===== config.mk =====
export PLATFORM = sky130hd
export DESIGN_NAME = iob_sync_fifo
export DESIGN_NICKNAME = d
export VERILOG_FILES = /design/src/rtl/iob_sync_fifo.sv
export SDC_FILE = /design/constraint.sdc
export NUM_CORES = 1
export LEC_CHECK = 0
export ABC_AREA = 1
export BUFFER_PORTS_ARGS = -buffer_cell sky130_fd_sc_hd__buf_2
export CAP_MARGIN = 25
export CORE_ASPECT_RATIO = 1.4
export CORE_UTILIZATION = 50
export CTS_CLUSTER_SIZE = 10
export DETAILED_ROUTE_END_ITERATION = 8
export GPL_ROUTABILITY_DRIVEN = 0
export PLACE_DENSITY_LB_ADDON = 0.25
export SLEW_MARGIN = 10
export SYNTH_ARGS = -nofsm -noshare
export SYNTH_HDL_FRONTEND = slang
export SYNTH_SLANG_ARGS = --single-unit

===== constraint.sdc =====
create_clock -name clk -period 4.8 [get_ports clk]
set_input_delay 0.48 -clock clk [delete_from_list [all_inputs] [get_ports clk]]
set_output_delay 0.48 -clock clk [all_outputs]
set_load 0.02 [all_outputs]

===== src/rtl/iob_sync_fifo.sv =====
// -----------------------------------------------------------------------------
// iob_sync_fifo
//
// Single-clock synchronous FIFO holding DATA_WIDTH-bit words, depth
// 2**ADDRESS_WIDTH. Occupancy is tracked in a dedicated counter. Full and empty
// are decoded from that counter, so the two flags can never both be high.
//
// The read path is chosen at elaboration time:
//   USE_RAM = 0 : first-word fall-through. data_out shows the head entry
//                 combinationally, before read_en is asserted.
//   USE_RAM = 1 : registered read. data_out is loaded from the head entry on an
//                 accepted read and is valid after that edge. It holds otherwise.
//
// Ports
//   clk            in   system clock, rising-edge active
//   rst            in   asynchronous, active-high reset
//   data_in        in   write data (DATA_WIDTH)
//   write_en       in   write request; dropped while full
//   read_en        in   read request; ignored while empty
//   data_out       out  read data (DATA_WIDTH)
//   empty          out  occupancy == 0
//   full           out  occupancy == 2**ADDRESS_WIDTH
//   fifo_ocupancy  out  stored word count, 0..2**ADDRESS_WIDTH (ADDRESS_WIDTH+1)
// -----------------------------------------------------------------------------
module iob_sync_fifo #(
  parameter int DATA_WIDTH    = 8,
  parameter int ADDRESS_WIDTH = 4,
  parameter int USE_RAM       = 0
) (
  input  logic                   clk,
  input  logic                   rst,
  input  logic [DATA_WIDTH-1:0]  data_in,
  input  logic                   write_en,
  input  logic                   read_en,
  output logic [DATA_WIDTH-1:0]  data_out,
  output logic                   empty,
  output logic                   full,
  output logic [ADDRESS_WIDTH:0] fifo_ocupancy
);

  localparam int                   DEPTH     = 1 << ADDRESS_WIDTH;
  localparam logic [ADDRESS_WIDTH:0]   CNT_FULL  = (ADDRESS_WIDTH+1)'(DEPTH);
  localparam logic [ADDRESS_WIDTH:0]   CNT_ONE   = (ADDRESS_WIDTH+1)'(1);
  localparam logic [ADDRESS_WIDTH-1:0] PTR_ONE   = (ADDRESS_WIDTH)'(1);

  // Storage is not reset. Contents after reset are simply unreachable.
  logic [DATA_WIDTH-1:0]    mem [DEPTH];

  logic [ADDRESS_WIDTH-1:0] wr_ptr;
  logic [ADDRESS_WIDTH-1:0] rd_ptr;
  logic [ADDRESS_WIDTH:0]   count;

  logic                     write_ok;
  logic                     read_ok;
  logic [DATA_WIDTH-1:0]    head_word;
  logic [DATA_WIDTH-1:0]    rd_data;

  // Flags come straight from the registered count. Both accept terms therefore
  // use the pre-edge flags. When full with both requests, only the read goes
  // through. When empty with both requests, only the write goes through.
  assign empty    = (count == '0);
  assign full     = (count == CNT_FULL);
  assign write_ok = write_en & ~full;
  assign read_ok  = read_en  & ~empty;

  assign fifo_ocupancy = count;
  assign head_word     = mem[rd_ptr];

  always_ff @(posedge clk) begin
    if (write_ok) begin
      mem[wr_ptr] <= data_in;
    end
  end

  // Pointers wrap naturally at 2**ADDRESS_WIDTH through their bit width.
  always_ff @(posedge clk or posedge rst) begin
    if (rst) begin
      wr_ptr <= '0;
    end else if (write_ok) begin
      wr_ptr <= wr_ptr + PTR_ONE;
    end
  end

  always_ff @(posedge clk or posedge rst) begin
    if (rst) begin
      rd_ptr <= '0;
    end else if (read_ok) begin
      rd_ptr <= rd_ptr + PTR_ONE;
    end
  end

  always_ff @(posedge clk or posedge rst) begin
    if (rst) begin
      count <= '0;
    end else begin
      case ({write_ok, read_ok})
        2'b10:   count <= count + CNT_ONE;
        2'b01:   count <= count - CNT_ONE;
        default: count <= count;
      endcase
    end
  end

  generate
    if (USE_RAM == 0) begin : g_fwft
      // The head entry is visible as soon as it is written. Its value while
      // empty is meaningless.
      assign rd_data = head_word;
    end else begin : g_reg_read
      logic [DATA_WIDTH-1:0] dout_q;

      always_ff @(posedge clk or posedge rst) begin
        if (rst) begin
          dout_q <= '0;
        end else if (read_ok) begin
          dout_q <= head_word;
        end
      end

      assign rd_data = dout_q;
    end
  endgenerate

  assign data_out = rd_data;

endmodule


==> run summary, run 1 <==
Worst Path Required -> 4.32 ns
PostCTS Resize Cnt -> 0
number of setup buffers added after CTS -> 0
area of the mapped netlist -> 0.006242 mm²
# diodes -> 0
vias in the first global route -> 4155
clock power share -> 29.4%
Tot GR Track Use -> 23.57%
initial antenna violation count -> 0
final net count -> 673
clock network latency to the later pin of the worst-skew pair -> 0.42 ns
placed cells -> 779
worst clock skew -> 0.004590 ns
P&R area growth vs syn -> 12.87%
net switching power figure -> 1660 µW
crit path DAT -> 2.51 ns
ratio of cells with drive above 1 in the final layout -> 9.639%
post-synth top area share -> 61.58%
IO Pins -> 27
Max Slew Vio Count -> 0
fin crit share -> 62.38%
Reg2Reg Depth -> 15
Ys Warns -> 0
DR iter-0 viols -> 313
Die H -> 134.2 µm
routed length per placed instance -> 16.98 µm
cts bufs inserted -> 17
Slew @ Worst Pin -> 0.9030 ns
port buffer count -> 26
cts hold-fix bufs -> 0
vias per std cell -> 5.239
part of the power in registers -> 36.9%
Comb pwr share -> 33.8%
critical path fanouts, max -> 21
crit path time final -> 2.994 ns
Post-synth EDFFs -> 128
full die area -> 0.01294 mm²
switch share -> 37.71%
Synth Register Bits -> 141
RSZ-0062 raised after global routing -> false
Internal Power -> 2741 µW
max cap viols -> 0
crit start category -> register
number of clock sinks -> 141
Cell Rows -> 47
dominant cell type by area after synthesis -> edfxtp_1
Syn Area/Cell -> 10.00 µm²
# setup viols final -> 0
CTS tree -> yes
worst min-delay path category -> primary input to asynchronous set/reset pin
Remaining Overflow, GRT -> 0
post-synthesis cell count -> 624
final WL -> 13770 µm
H-tree depth -> 4
Hold WS -> 0.09190 ns
Synth area leaders -> edfxtp_1 62%, nand2_1 14%, dfrtp_1 5.2%
Slew headroom -> 39.58%
via count -> 4249
Leak -> 0.003050 µW
Layout Cells excl Fill -> 811
first-pass GRT wire length -> 21700 µm
Routed Antenna Nets -> 0
DP HPWL -> 8644 µm
Max VDD drop -> 0.0003362 V
Core Area -> 0.01200 mm²
distinct cell type count after synthesis -> 22
syn nets -> 646
clk slew on worst S/H paths -> 0.05 ns
Initial Util -> 52.03%
largest net degree at the start of global routing -> 82
Max Fclk -> 0.3340 GHz
Post-synth top flop -> edfxtp_1
Post-route DRC -> 0
pwr dens -> 624.7 mW/mm²
Die W -> 96.43 µm
status -> finished clean
clock root buffer -> clkbuf_16
TNS Setup -> 0 ns
FFs w/ async S/R, synth -> 9.220%
crit path capture type -> output pin
endpoints failing hold -> 0
class of the most critical setup path -> register to output pin
Pre-Repair DR Iteration Count -> 5
Max clock buf depth -> 2
Seq/Total Area, Yosys -> 66.79%
## power groups by stage
stage / combinational, µW / clock (µW) / sequential (µW)
6_report: 1490 / 1290 / 1620
5_1_grt: 1680 / 1350 / 1640
4_1_cts: 1490 / 1310 / 1620
3_5_place_dp: 1480 / 0 / 1640
3_3_place_gp: 1440 / 0 / 1640
2_1_floorplan: 1080 / 0 / 1610
## worst paths after layout
check,startpoint,end,slack [ns]
max in group asynchronous,rst,rd_ptr[0],4.35
worst min-delay path,rst,fifo_ocupancy[4],0.09
min in group clk,write_en,wr_ptr[3],0.45
worst max register to register,fifo_ocupancy[1],fifo_ocupancy[4],2.46
worst max-delay path,rd_ptr[1],data_out[4],1.81
worst min register to register,wr_ptr[3],wr_ptr[3],0.55
## final cells by class
| class | instances | area [µm²] |
|---|---|---|
| fill | 1024 | 4951 |
| sequential | 141 | 4170 |
| multi-input combinational | 389 | 1685 |
| inverter | 73 | 274.0 |
| clock buffer | 19 | 432.9 |
| clock inverter | 13 | 148.9 |
| timing repair buffer | 29 | 150.1 |
| tap | 147 | 183.9 |
## through the flow
step	util, %	worst slack, ns	area [µm²]	total power, µW
after floorplan	-	2.694	6242	2693
after global placement	53.78	2.266	6451	3082
after detailed placement	53.88	2.249	6464	3120
after CTS	58.73	1.784	7046	4420
after global routing	58.73	1.667	7046	4671
final	58.73	1.806	7046	4401
## worst max-delay path, cell delays in order, from the launching register on
cell     delay [ns]
dfrtp_1        0.87
inv_1          0.51
nand3_1        0.23
nand3_1        0.13
nand2_1        0.12
nand2_1        0.07
buf_2          0.16
## synthesized netlist by cell type, types with 2 or more instances
cell,number
nand2_1,240
inv_1,70
dfrtp_1,13
buf_2,13
xor2_1,4
edfxtp_1,128
ha_1,9
xnor2_1,3
buf_4,3
clkbuf_1,3
nand3_1,53
nor3_1,2
o21ai_0,5
inv_2,3
nor2_1,66
nand4_1,3
## registers in the layout (all words and copies together), names as in the netlist
| name | flops |
|---|---|
| rd_ptr | 4 |
| wr_ptr | 4 |
| mem | 128 |
| fifo_ocupancy | 5 |
## routing by layer
metal	global-route usage [%]	share of wire [%]	vias up	wire, µm
met5	0	0	-	0
met2	39.24	51	140	7023
met3	6.066	5.2	34	720
met1	28.57	41	2014	5597
li1	-	-	2061	-
met4	10.29	3.1	0	432
## cells in the final DEF, fill, tap and decap left out, types with 3 or more instances in the layout
master	Yosys	layout
nand2_1	240	240
edfxtp_1	128	128
inv_1	70	70
nor2_1	66	66
nand3_1	53	53
buf_2	13	27
clkbuf_16	0	17
dfrtp_1	13	12
ha_1	9	9
o21ai_0	5	5
xor2_1	4	4
clkinv_2	0	4
nand4_1	3	3
xnor2_1	3	3
inv_2	3	3
bufinv_16	0	3
clkinvlp_4	0	3
## cell families after synthesis
family	Yosys count	share of synthesized area [%]
and+or+nand+nor	367	23.49
DFF	141	66.79
buffers and inverters	94	6.213
adders and majority gates	10	2.125
xor gates and xnor gates	7	0.9822
AOI/OAI and AO/OA	5	0.4008
No activity file was read; power rests on OpenSTA's default activity.
==> inputs of run 2 (changes only) <==
==> constraint.sdc (replaced) <==
create_clock -name clk -period 2.45 [get_ports clk]
set_input_delay 0.245 -clock clk [delete_from_list [all_inputs] [get_ports clk]]
set_output_delay 0.245 -clock clk [all_outputs]
set_load 0.02 [all_outputs]
==> run 2 against run 1 <==
Net effect: die area unchanged; sequential power grew 94%; worst setup slack lost 1.6 ns; register-to-register slack got worse by 2.3 ns; first-iteration DRC count increased by 4.8%; wire length shrank 0.30%; clock power increased by 120%; final cell count is 2.1% higher; sequential share of layout area is 1.9 points lower; utilization up 1.9 points.
==> run summary, run 2 (synthesis gave the netlist of run 1 again) <==
# diodes -> 0
clock network latency to the later pin of the worst-skew pair -> 0.41 ns
H-tree depth -> 4
Pwr Total -> 9036 µW
Layout Cells excl Fill -> 828
Slew @ Worst Pin -> 0.7056 ns
Core Area -> 0.01200 mm²
endpoints failing hold -> 0
Post-route DRC -> 0
P&R area growth vs syn -> 16.52%
vias in the first global route -> 4353
first-pass GRT wire length -> 22030 µm
IO Pins -> 27
number of flip-flops in the largest register -> 128
clock root buffer -> clkbuf_16
min setup slack post-route -> 0.1662 ns
via count -> 4332
clk slew on worst S/H paths -> 0.06 ns
max cap viols -> 0
critical path fanouts, max -> 16
final WL -> 13730 µm
Routed Antenna Nets -> 0
crit path DAT -> 2.04 ns
Remaining Overflow, GRT -> 0
hold path startpoint -> write_en
routed length per placed instance -> 16.58 µm
FF/Latch Area -> 0.004170 mm²
number of clock sinks -> 141
pre-CTS setup slack -> 0.1864 ns
Fillers -> 971
crit path time final -> 2.284 ns
pwr dens -> 1242 mW/mm²
DR iter-0 viols -> 328
placed cells -> 795
area of the multi-input gates -> 0.001693 mm²
Reg with most FFs -> mem
Critical R2R Launch -> fifo_ocupancy[0]
Max clock buf depth -> 2
Max Slew Vio Count -> 0
Max Fclk -> 0.4379 GHz
Worst Setup SP -> rd_ptr[1]
largest net degree at the start of global routing -> 52
full die area -> 0.01294 mm²
CTS tree -> yes
worst clock skew -> 0.005897 ns
vias per std cell -> 5.232
Die H -> 134.2 µm
Pre-Repair DR Iteration Count -> 5
RSZ-0062 raised after global routing -> false
Worst Path Required -> 2.20 ns
# setup viols final -> 0
cts bufs inserted -> 17
ratio of cells with drive above 1 in the final layout -> 11.89%
Die W -> 96.43 µm
fin crit share -> 93.22%
Initial Util -> 52.03%
class of the most critical setup path -> register to output pin
Cell Rows -> 47
DP HPWL -> 8806 µm
Max VDD drop -> 0.0006439 V
Tot GR Track Use -> 23.65%
Slew headroom -> 52.79%
initial antenna violation count -> 0
port buffer count -> 26
worst min-delay path category -> primary input to register
final net count -> 691
crit start category -> register
status -> finished clean
Leak -> 0.003178 µW
design area -> 0.007273 mm²
leading cell type in the layout, fill and taps excluded -> nand2_1
commonest non-fill, non-tap cells in the layout -> 240 x nand2_1, 128 x edfxtp_1, 70 x inv_1, 66 x nor2_1, 53 x nand3_1
Post-DP Area -> 0.006599 mm²
TNS Setup -> 0 ns
crit path capture type -> output pin
-- run 2: changes by cell type in the layout (fill, tap and decap cells not counted), sizes merged --
cell | before | now
buf | 29 | 46
bufinv | 3 | 6
clkinvlp | 3 | 2
clkinv | 7 | 6
dlygate4sd3 | 0 | 1
clkbuf | 19 | 17
-- run 2: layer usage --
layer	track usage (%)	part of all wire (%)	up-vias
li1	-	-	2091
met3	5.329	5.0	21
met5	0	0	-
met1	28.58	41	2081
met4	8.578	2.1	0
met2	40.82	52	139
-- run 2: path summary, 6_finish.rpt --
path | to | slack [ns] | cells past startpoint
worst max-delay path | data_out[3] | 0.17 | 6
worst min-delay path | wr_ptr[1] | 0.17 | 4
worst max register to register | fifo_ocupancy[4] | 0.21 | 14
worst min register to register | fifo_ocupancy[0] | 0.55 | 1
max in group asynchronous | rd_ptr[0] | 1.68 | 3
min in group asynchronous | rd_ptr[1] | 0.40 | 3
-- run 2: report_power, final --
part	switching (µW)	internal, µW	leakage, µW
clock	950	1890	0.000309
sequential	208	2930	0.00131
combinational	2120	943	0.00155
-- run 2: worst max-delay path, cell delays in order (launching register included) --
cell and delay, ns:
dfrtp_1 0.48, inv_1 0.45, nand3_1 0.21, nand3_1 0.17, nand2_1 0.10, nand2_1 0.06
buf_2 0.15
-- run 2: cell type report --
| cell class | instances | area share, % |
|---|---|---|
| inverter | 73 | 3.767 |
| clock inverter | 14 | 3.079 |
| timing repair buffer | 47 | 4.163 |
| clock buffer | 17 | 5.849 |
| multi-input combinational | 389 | 23.28 |
| tap | 147 | 2.529 |
| sequential | 141 | 57.34 |
-- run 2: timing repair --
action | CTS | global route
resized for setup | 0 | 2
endpoints found under the setup margin | 0 | 1
hold buffers | 1 | 0
endpoints found under the hold margin | 13 | 0
setup buffers | 0 | 1
-- run 2: stage by stage --
step / hold slack (ns) / utilization, %
2_1_floorplan: 0.1220 / -
5_1_grt: 0.1865 / 60.63
3_3_place_gp: 0.2924 / 55.01
6_report: 0.1692 / 60.63
4_1_cts: 0.1982 / 60.50
3_5_place_dp: 0.3050 / 55.01
==> inputs of run 3 (changes only) <==
--- a/config.mk
+++ b/config.mk
@@ -13,7 +13,8 @@
 export CTS_CLUSTER_SIZE = 10
 export DETAILED_ROUTE_END_ITERATION = 8
 export GPL_ROUTABILITY_DRIVEN = 0
-export PLACE_DENSITY_LB_ADDON = 0.25
+export GPL_TIMING_DRIVEN = 0
+export PLACE_DENSITY = 0.72
 export SLEW_MARGIN = 10
 export SYNTH_ARGS = -nofsm -noshare
 export SYNTH_HDL_FRONTEND = slang
==> constraint.sdc (replaced) <==
create_clock -name clk -period 2.45 [get_ports clk]
set_input_delay 0.3675 -clock clk [delete_from_list [all_inputs] [get_ports clk]]
set_output_delay 0.3675 -clock clk [all_outputs]
set_load 0.02 [all_outputs]
==> run 3 against run 2 <==
Net effect: first-iteration DRC count down 16%; worst setup slack lost 0.12 ns; worst hold slack better by 0.14 ns; wire length is 1.9% higher; die area stayed put; sequential power down 1%; total power is essentially flat; critical path type unchanged; utilization about the same; sequential share of layout area about the same; register-to-register slack got worse by 0.05 ns; non-clock buffer count grew 7; combinational power is 6.5% higher.
==> run summary, run 3 (synthesis gave the netlist of run 1 again) <==
full die area -> 0.01294 mm²
part of the power in registers -> 34.3%
net switching power figure -> 3370 µW
Die H -> 134.2 µm
Post-route DRC -> 0
vias per std cell -> 5.233
Pwr Total -> 9038 µW
clock network latency to the later pin of the worst-skew pair -> 0.42 ns
Max Slew Vio Count -> 0
Comb pwr share -> 36.1%
Worst Path Required -> 2.08 ns
leading cell type in the layout, fill and taps excluded -> nand2_1
CTS tree -> yes
Remaining Overflow, GRT -> 0
crit path time final -> 2.405 ns
min setup slack post-route -> 0.04504 ns
Die W -> 96.43 µm
Util after Layout -> 60.62%
Pre-Repair DR Iteration Count -> 5
Worst R2R Setup Slack -> 0.16 ns
initial antenna violation count -> 0
Levels on crit path -> 10
DP HPWL -> 9580 µm
crit path DAT -> 2.04 ns
final net count -> 698
CP max stage cell -> dfrtp_1
max cap viols -> 0
crit start category -> register
Reg2Reg Depth -> 14
r2r endpoint -> fifo_ocupancy[4]
# setup viols final -> 0
DR iter-0 viols -> 276
number of flip-flops in the largest register -> 128
class of the most critical setup path -> register to output pin
first-pass GRT wire length -> 22370 µm
Cell Rows -> 47
IO Pins -> 27
Critical path buffers and inverters -> 4
ratio of cells with drive above 1 in the final layout -> 14.08%
# diodes -> 0
worst clock skew -> 0.006060 ns
Core Area -> 0.01200 mm²
Routed Antenna Nets -> 0
clk slew on worst S/H paths -> 0.06 ns
Leak -> 0.003171 µW
H-tree depth -> 4
ordered cell list for the critical path -> buf_2 > inv_2 > buf_6 > nand2_1 > nand3_1 > nand2_1 > nor2_1 > nand2_1 > nand2_1 > buf_2
Reg with most FFs -> mem
Slew @ Worst Pin -> 0.8594 ns
routed length per placed instance -> 16.74 µm
fin crit share -> 98.16%
Max clock buf depth -> 2
pwr dens -> 1243 mW/mm²
switch share -> 37.29%
vias in the first global route -> 4318
Internal Power -> 5668 µW
Critical Path Most Common Cell -> nand2_1
pre-CTS setup slack -> 0.03293 ns
clock power share -> 29.6%
CP top delay family -> simple AND/OR/NAND/NOR gates
cts bufs inserted -> 17
final WL -> 14000 µm
TNS Setup -> 0 ns
number of clock sinks -> 141
Critical R2R Launch -> fifo_ocupancy[0]
critical path's largest stage delay -> 0.38 ns
Max Fclk -> 0.4158 GHz
crit path capture type -> output pin
worst min-delay path category -> primary input to register
Max VDD drop -> 0.0006843 V
Slew headroom -> 42.50%
Tot GR Track Use -> 24.06%
P&R area growth vs syn -> 16.50%
clock root buffer -> clkbuf_16
port buffer count -> 26
RSZ-0062 raised after global routing -> true
Worst Setup SP -> rd_ptr[0]
largest net degree at the start of global routing -> 17
endpoints failing hold -> 0
via count -> 4375
commonest non-fill, non-tap cells in the layout -> 239 x nand2_1, 128 x edfxtp_1, 68 x inv_1, 62 x nor2_1, 53 x nand3_1
Setup crit end -> data_out[1]
critical path fanouts, max -> 10
status -> finished clean
Hold WS -> 0.3051 ns
Initial Util -> 52.03%
run 3: cell types whose count changed in the layout (fill, tap and decap cells not counted), sizes merged:
cell and change:
clkinv -2, clkinvlp +3, buf +1, bufinv -2, inv +1, clkbuf +7
run 3: worst min path at each step:
stage	cells after the start	endpoint	from	slack (ns)
detailed placement	2	fifo_ocupancy[2]	rst	0.43
CTS	4	wr_ptr[3]	write_en	0.34
floorplan	1	fifo_ocupancy[0]	rst	0.24
finish	4	wr_ptr[1]	write_en	0.31
global route	3	wr_ptr[0]	write_en	0.31
global placement	2	fifo_ocupancy[4]	rst	0.42
run 3: worst reg2reg max path, stage by stage (launching register included):
cell	delay, ns
dfrtp_1	0.44
nor2_1	0.17
nand4_1	0.18
nand2_4	0.17
ha_2	0.25
inv_1	0.08
fa_1	0.36
inv_1	0.08
nand2_1	0.08
nand2_1	0.08
nand2_1	0.05
nand2_1	0.06
nand2_1	0.06
nand2_1	0.07
nand2_1	0.05
run 3: through the flow:
step                cells  area [µm²]
floorplan             624        6242
global placement      797        6556
detailed placement    799        6566
CTS                   832        7199
global route          836        7272
finish                836        7272
run 3: power by group through the flow:
stage / logic, µW / registers [µW] / clock network, µW
after floorplan: 2120 / 3150 / 0
after CTS: 3170 / 3100 / 2690
after global placement: 3030 / 3130 / 0
after global routing: 3630 / 3140 / 2790
final: 3260 / 3100 / 2670
after detailed placement: 3140 / 3140 / 0
run 3: cell type report:
type | instances | area (µm²)
Inverter | 73 | 277.8
Timing Repair Buffer | 33 | 180.2
Buffer | 21 | 135.1
Tap cell | 147 | 183.9
Clock inverter | 14 | 191.4
Sequential cell | 141 | 4169
Fill cell | 968 | 4725
Multi-Input combinational cell | 389 | 1705
Clock buffer | 18 | 429.2
run 3: layer usage:
| metal | share of wire [%] | GRT usage, % | up-vias |
|---|---|---|---|
| li1 | - | - | 2104 |
| met4 | 3.0 | 8.007 | 0 |
| met2 | 53 | 41.80 | 140 |
| met1 | 39 | 28.84 | 2098 |
| met3 | 4.9 | 5.896 | 33 |
| met5 | 0 | 0 | - |
run 3: timing repair:
action                     CTS  global route
setup endpoints to repair    3            10
hold endpoints to repair    13             0
buffers inserted             0             4
gates resized for setup      1            20
hold buffers                 1             0
